### config.mk
export PLATFORM = sky130hd
export DESIGN_NAME = encoder_layer_1_attention_self_value_bias_sink
export DESIGN_NICKNAME = d
export VERILOG_FILES = /design/src/rtl/encoder_layer_1_attention_self_value_bias_sink.sv
export SDC_FILE = /design/constraint.sdc
export NUM_CORES = 1
export LEC_CHECK = 0
export CORE_ASPECT_RATIO = 1.4
export CORE_MARGIN = 8
export CORE_UTILIZATION = 55
export DETAILED_ROUTE_END_ITERATION = 12
export PLACE_DENSITY = 0.77
export RECOVER_POWER = 50
export SYNTH_ARGS = -nofsm -noshare
export SYNTH_HDL_FRONTEND = slang
export SYNTH_SLANG_ARGS = --single-unit
### constraint.sdc
create_clock -name clk -period 2.4 [get_ports clk]
set_input_delay 0.36 -clock clk [delete_from_list [all_inputs] [get_ports clk]]
set_output_delay 0.36 -clock clk [all_outputs]
set_load 0.01 [all_outputs]
### src/rtl/encoder_layer_1_attention_self_value_bias_sink.sv
// ---------------------------------------------------------------------------
// encoder_layer_1_attention_self_value_bias_sink
//
// Loads the layer-1 attention value-bias tensor from a valid/ready stream into
// an internal RAM. Once the tensor is complete, the RAM can be read through the
// same 2-cycle address0/ce0/q0 port that the parameter ROM provides.
//
// Ports:
//   clk            sole clock, rising edge
//   rst            asynchronous, active-low reset
//   data_in        one beat of PAR_0*PAR_1 elements
//   data_in_valid  beat present
//   data_in_ready  beat accepted this cycle (combinational)
//   clear          synchronous restart of the fill
//   address0       read address (>= IN_DEPTH reads as zero)
//   ce0            read pipeline enable for both read stages
//   q0             read data, 2-cycle latency
//   beat_count     beats written since the last reset or clear
//   loaded         full tensor present in RAM
//   tensor_done    one-cycle pulse after the last beat is written
// ---------------------------------------------------------------------------
module encoder_layer_1_attention_self_value_bias_sink #(
    parameter int unsigned VALUE_BIAS_TENSOR_SIZE_DIM_0 = 32,
    parameter int unsigned VALUE_BIAS_TENSOR_SIZE_DIM_1 = 1,
    parameter int unsigned VALUE_BIAS_PRECISION_0       = 16,
    parameter int unsigned VALUE_BIAS_PRECISION_1       = 3,
    parameter int unsigned VALUE_BIAS_PARALLELISM_DIM_0 = 1,
    parameter int unsigned VALUE_BIAS_PARALLELISM_DIM_1 = 1,
    parameter int unsigned IN_DEPTH   = VALUE_BIAS_TENSOR_SIZE_DIM_0 / VALUE_BIAS_PARALLELISM_DIM_0,
    parameter int unsigned ADDR_WIDTH = $clog2(IN_DEPTH) + 1,
    parameter int unsigned BEAT_WIDTH = VALUE_BIAS_PRECISION_0 * VALUE_BIAS_PARALLELISM_DIM_0
                                        * VALUE_BIAS_PARALLELISM_DIM_1
) (
    input  logic                              clk,
    input  logic                              rst,
    input  logic [VALUE_BIAS_PRECISION_0-1:0] data_in [VALUE_BIAS_PARALLELISM_DIM_0*VALUE_BIAS_PARALLELISM_DIM_1],
    input  logic                              data_in_valid,
    output logic                              data_in_ready,
    input  logic                              clear,
    input  logic [ADDR_WIDTH-1:0]             address0,
    input  logic                              ce0,
    output logic [BEAT_WIDTH-1:0]             q0,
    output logic [ADDR_WIDTH-1:0]             beat_count,
    output logic                              loaded,
    output logic                              tensor_done
);

    localparam int unsigned NUM_ELEM  = VALUE_BIAS_PARALLELISM_DIM_0 * VALUE_BIAS_PARALLELISM_DIM_1;
    localparam int unsigned MEM_IDX_W = (IN_DEPTH > 1) ? $clog2(IN_DEPTH) : 1;

    // Reject parameter sets that cannot describe a loadable tensor.
    if (VALUE_BIAS_TENSOR_SIZE_DIM_1 == 0 || IN_DEPTH == 0
        || VALUE_BIAS_PRECISION_1 > VALUE_BIAS_PRECISION_0) begin : g_bad_params
        $error("value bias sink: inconsistent tensor parameters");
    end

    typedef enum logic {
        FILL   = 1'b0,
        LOADED = 1'b1
    } state_e;

    state_e                  state_q, state_d;
    logic [ADDR_WIDTH-1:0]   wr_ptr_q, wr_ptr_d;
    logic                    loaded_q, loaded_d;
    logic                    tensor_done_q, tensor_done_d;
    logic [BEAT_WIDTH-1:0]   t0_q, t0_d;
    logic [BEAT_WIDTH-1:0]   q0_q, q0_d;

    logic [BEAT_WIDTH-1:0]   mem [IN_DEPTH];
    logic [BEAT_WIDTH-1:0]   wr_data_c;
    logic                    wr_en_c;
    logic                    rd_in_range_c;

    // Ready is gated by rst so nothing is accepted while reset is held.
    assign data_in_ready = rst && (state_q == FILL) && !clear;
    assign wr_en_c       = data_in_valid && data_in_ready;

    // Element j lands in word bits [PRECISION_0*j +: PRECISION_0].
    always_comb begin
        wr_data_c = '0;
        for (int unsigned j = 0; j < NUM_ELEM; j++) begin
            wr_data_c[VALUE_BIAS_PRECISION_0*j +: VALUE_BIAS_PRECISION_0] = data_in[j];
        end
    end

    // Fill control: clear wins over any same-cycle beat.
    always_comb begin
        state_d       = state_q;
        wr_ptr_d      = wr_ptr_q;
        loaded_d      = loaded_q;
        tensor_done_d = 1'b0;
        if (clear) begin
            state_d  = FILL;
            wr_ptr_d = '0;
            loaded_d = 1'b0;
        end else begin
            case (state_q)
                FILL: begin
                    if (wr_en_c) begin
                        // Pointer runs one past the last address so beat_count reads IN_DEPTH.
                        wr_ptr_d = wr_ptr_q + ADDR_WIDTH'(1);
                        if (wr_ptr_q == ADDR_WIDTH'(IN_DEPTH - 1)) begin
                            state_d       = LOADED;
                            loaded_d      = 1'b1;
                            tensor_done_d = 1'b1;
                        end
                    end
                end
                LOADED: begin
                    loaded_d = 1'b1;
                end
                default: begin
                    state_d = FILL;
                end
            endcase
        end
    end

    // Two-stage read pipeline; mem is read before this edge's write lands.
    always_comb begin
        rd_in_range_c = (address0 < ADDR_WIDTH'(IN_DEPTH));
        t0_d          = t0_q;
        q0_d          = q0_q;
        if (ce0) begin
            q0_d = t0_q;
            t0_d = rd_in_range_c ? mem[address0[MEM_IDX_W-1:0]] : '0;
        end
    end

    // Control and read-pipeline registers.
    always_ff @(posedge clk or negedge rst) begin
        if (!rst) begin
            state_q       <= FILL;
            wr_ptr_q      <= '0;
            loaded_q      <= 1'b0;
            tensor_done_q <= 1'b0;
            t0_q          <= '0;
            q0_q          <= '0;
        end else begin
            state_q       <= state_d;
            wr_ptr_q      <= wr_ptr_d;
            loaded_q      <= loaded_d;
            tensor_done_q <= tensor_done_d;
            t0_q          <= t0_d;
            q0_q          <= q0_d;
        end
    end

    // Bias storage; contents survive reset and clear.
    always_ff @(posedge clk) begin
        if (wr_en_c) begin
            mem[wr_ptr_q[MEM_IDX_W-1:0]] <= wr_data_c;
        end
    end

    assign q0          = q0_q;
    assign beat_count  = wr_ptr_q;
    assign loaded      = loaded_q;
    assign tensor_done = tensor_done_q;

endmodule

==> results.py <==
metrics = {
    "timing": {
        "drv_slew": 429,
        "setup_tns_ns": 0,
        "setup_viol": 0,
        "min_period_ns": 2.293,
        "whs_ns": 0.5116,
        "hold_viol": 0,
        "finClkSkew_ns": 0.02245,
        "worst_pin_slew_ns": 1.847,
        "slew_headroom_pct": -23.13,
        "fin_crit_sh_pct": 95.53,
        "max_freq_mhz": 436.2,
        "rsz0062_at_grt": "no",
    },
    "routing": {
        "vias_per_cell": 6.091,
        "vias": 10969,
        "routedWlPerCell_um": 26.88,
        "final_antenna_net_count": 0,
        "first_pass_iters": 8,
        "drcViolationCount": 0,
        "drtIter0Drc": 1043,
        "routed_wl_mm": 48.42,
    },
    "placement": {
        "place.port_buffers": 51,
        "globalplace.congestion": 0.8148,
        "place_area_um2": 23640,
        "dp_hpwl_mm": 30.02,
    },
    "critical_path": {
        "cp_slowest_cell": "dlygate4sd3_1",
        "startpoint_type": "input port",
        "worstSetupEndpointType": "output pin",
        "reg2reg_from": "mem[10][13]",
        "regToRegEndpoint": "t0_q[13]",
        "r2r_slack_ns": 0.39,
        "worst-setup-path-type": "in -> out",
        "cp_data_required_time_ns": 2.04,
        "cp_slowest_stage_delay_ns": 0.64,
        "crit_fanout": 3,
        "cp_cell_sequence": "dlygate4sd3_1 > clkbuf_1 > nor3b_1 > clkdlybuf4s50_1",
        "cp_data_arrival_time_ns": 1.93,
        "reg2regPathDepth": 4,
    },
    "logic_synthesis": {
        "syn-instance-count": 1096,
        "async_flop_share_pct": 7.414,
        "synth.avg_cell_area_um2": 19.70,
        "synthDistinctLibCells": 41,
        "yosysSeqAreaShare_pct": 75.98,
        "yosys-top-cells-area": "edfxtp_1 71%, mux4_2 6.7%, mux2i_1 6.1%",
        "synth_top_area_share_pct": 71.22,
        "synth_edf_count": 512,
        "syn-num-nets": 1127,
        "yosysWarnings": 0,
        "synth-main-ff-cell": "edfxtp_1",
        "netlist_area_um2": 21590,
        "yosys.area.top_type": "edfxtp_1",
        "yosysMostFrequentCell": "edfxtp_1",
        "synthTopCellsByCount": "512 x edfxtp_1, 131 x mux2i_1, 64 x mux4_2, 44 x nor2_1, 41 x dfrtp_1",
        "synth-seq-cells": 553,
    },
    "power": {
        "p_total_mw": 19.17,
        "power_density_nw_per_um2": 765.3,
        "leakagePower_nw": 8.513,
        "irDropWorstVdd_mv": 0.5933,
    },
    "worst_hold_path": {
        "hold_path_depth": 1,
        "holdPathEnd": "q0[15]",
        "hp-class": "reg -> reg",
        "min_from": "t0_q[15]",
    },
    "clock_network": {
        "postCtsSetupBuffers": 0,
        "clkSinkCount": 553,
        "ctsHoldBuffers": 1,
        "post_cts_resized": 0,
        "cts_buffer_depth": 3,
        "tritoncts": "yes",
        "cts_buffers": 48,
        "ctsHtreeMaxLevel": 2,
        "clk_latency_ns": 0.56,
        "cts_root_buf": "clkbuf_16",
        "cts.clk_slew.worst_paths_ns": 0.06,
    },
    "floorplan": {
        "rows": 86,
        "die_w_um": 183.4,
        "start_util_pct": 55.27,
        "die_area_um2": 45930,
        "coreArea_um2": 39060,
        "die_h_um": 250.4,
        "ioPinCount": 52,
    },
    "layout": {
        "drive_gt1_share_pct": 21.76,
        "nNetsFinal": 1270,
        "layout-area-overhead-vs-synth_pct": 16.05,
        "final_cell_area_um2": 25050,
        "diodes": 0,
    },
    "grt": {
        "grt_usage_pct": 21.27,
        "grt_antenna_before_repair": 1,
        "grt_max_degree": 47,
        "grt_pass1_vias": 11219,
        "grt-ovfl-total": 0,
        "grt_pass1_wl_mm": 71.88,
    },
    "outcome": {
        "violations": "max-capacitance violations, max-slew violations",
        "run_status": "finished, violations left",
    },
    "flow_run": {
        "drv_cap": 13,
    },
}
## metrics by stage
step	setup slack [ns]	util, %	instances
floorplan	0.06434	-	1096
global placement	0.04829	60.51	1716
detailed placement	0.04074	60.51	1716
CTS	0.1260	64.31	1801
global route	0.03713	64.14	1801
finish	0.1073	64.14	1801
## sequential cells by signal (all words and copies together) (netlist names)
register     count
beat_count       6
loaded           1
mem            512
q0              16
state_q          1
t0_q            16
tensor_done      1
## layout by cell type (no fill, tap or decap), drive strengths merged, types with 29 or more instances in the layout
cell / n
clkdlybuf4s50: 30
buf: 92
mux2: 45
dfrtp: 41
mux2i: 131
nor2: 44
clkbuf: 86
mux4: 64
edfxtp: 512
a21oi: 31
a22o: 29
a221oi: 29
## cell type report
| type | instances | area, um^2 |
|---|---|---|
| sequential | 553 | 16400 |
| clock buffer | 67 | 1314 |
| fill | 2542 | 14010 |
| timing repair buffer | 159 | 1710 |
| clock inverter | 17 | 157.7 |
| tap | 528 | 660.6 |
| inverter | 18 | 67.56 |
| multi-input combinational | 459 | 4741 |
## cell families after synthesis
logic type | Yosys count | synth area share (%)
buffers and inverters | 84 | 2.098
AND/OR/NAND/NOR | 86 | 1.797
AO/OA/AOI/OAI | 125 | 4.515
multiplexers | 240 | 15.22
adder cells (fa/ha/maj) | 4 | 0.2319
flip-flops | 553 | 75.98
XOR/XNOR | 4 | 0.1623
## worst max path at each step
| stage | slack (ns) | to | startpoint |
|---|---|---|---|
| after floorplan | 0.06 | mem[31][0] | clear |
| after global placement | 0.05 | mem[14][8] | clear |
| after detailed placement | 0.04 | t0_q[13] | address0[0] |
| after CTS | 0.13 | data_in_ready | rst |
| after global routing | 0.04 | data_in_ready | rst |
| final | 0.11 | data_in_ready | rst |
## where the power goes
part           leakage [nW]  internal (mW)  total [mW]  switching [mW]
combinational          2.66          0.506        1.17           0.667
clock                 0.713           4.13        7.33            3.20
sequential             5.14           10.6        10.7          0.0520
## per-layer routing
metal | GRT usage (%) | up-vias | routed length [um]
met4 | 8.780 | 0 | 2007
met2 | 36.45 | 487 | 24990
met5 | 0 | - | 0
met3 | 3.103 | 104 | 3555
li1 | - | 4733 | -
met1 | 26.77 | 5645 | 17870
## critical path, delay by kind of cell
kind | cells | cell delay [ns]
buf+inv | 3 | 1.36
simple gates | 1 | 0.20
No activity file was read; power rests on OpenSTA's default activity.
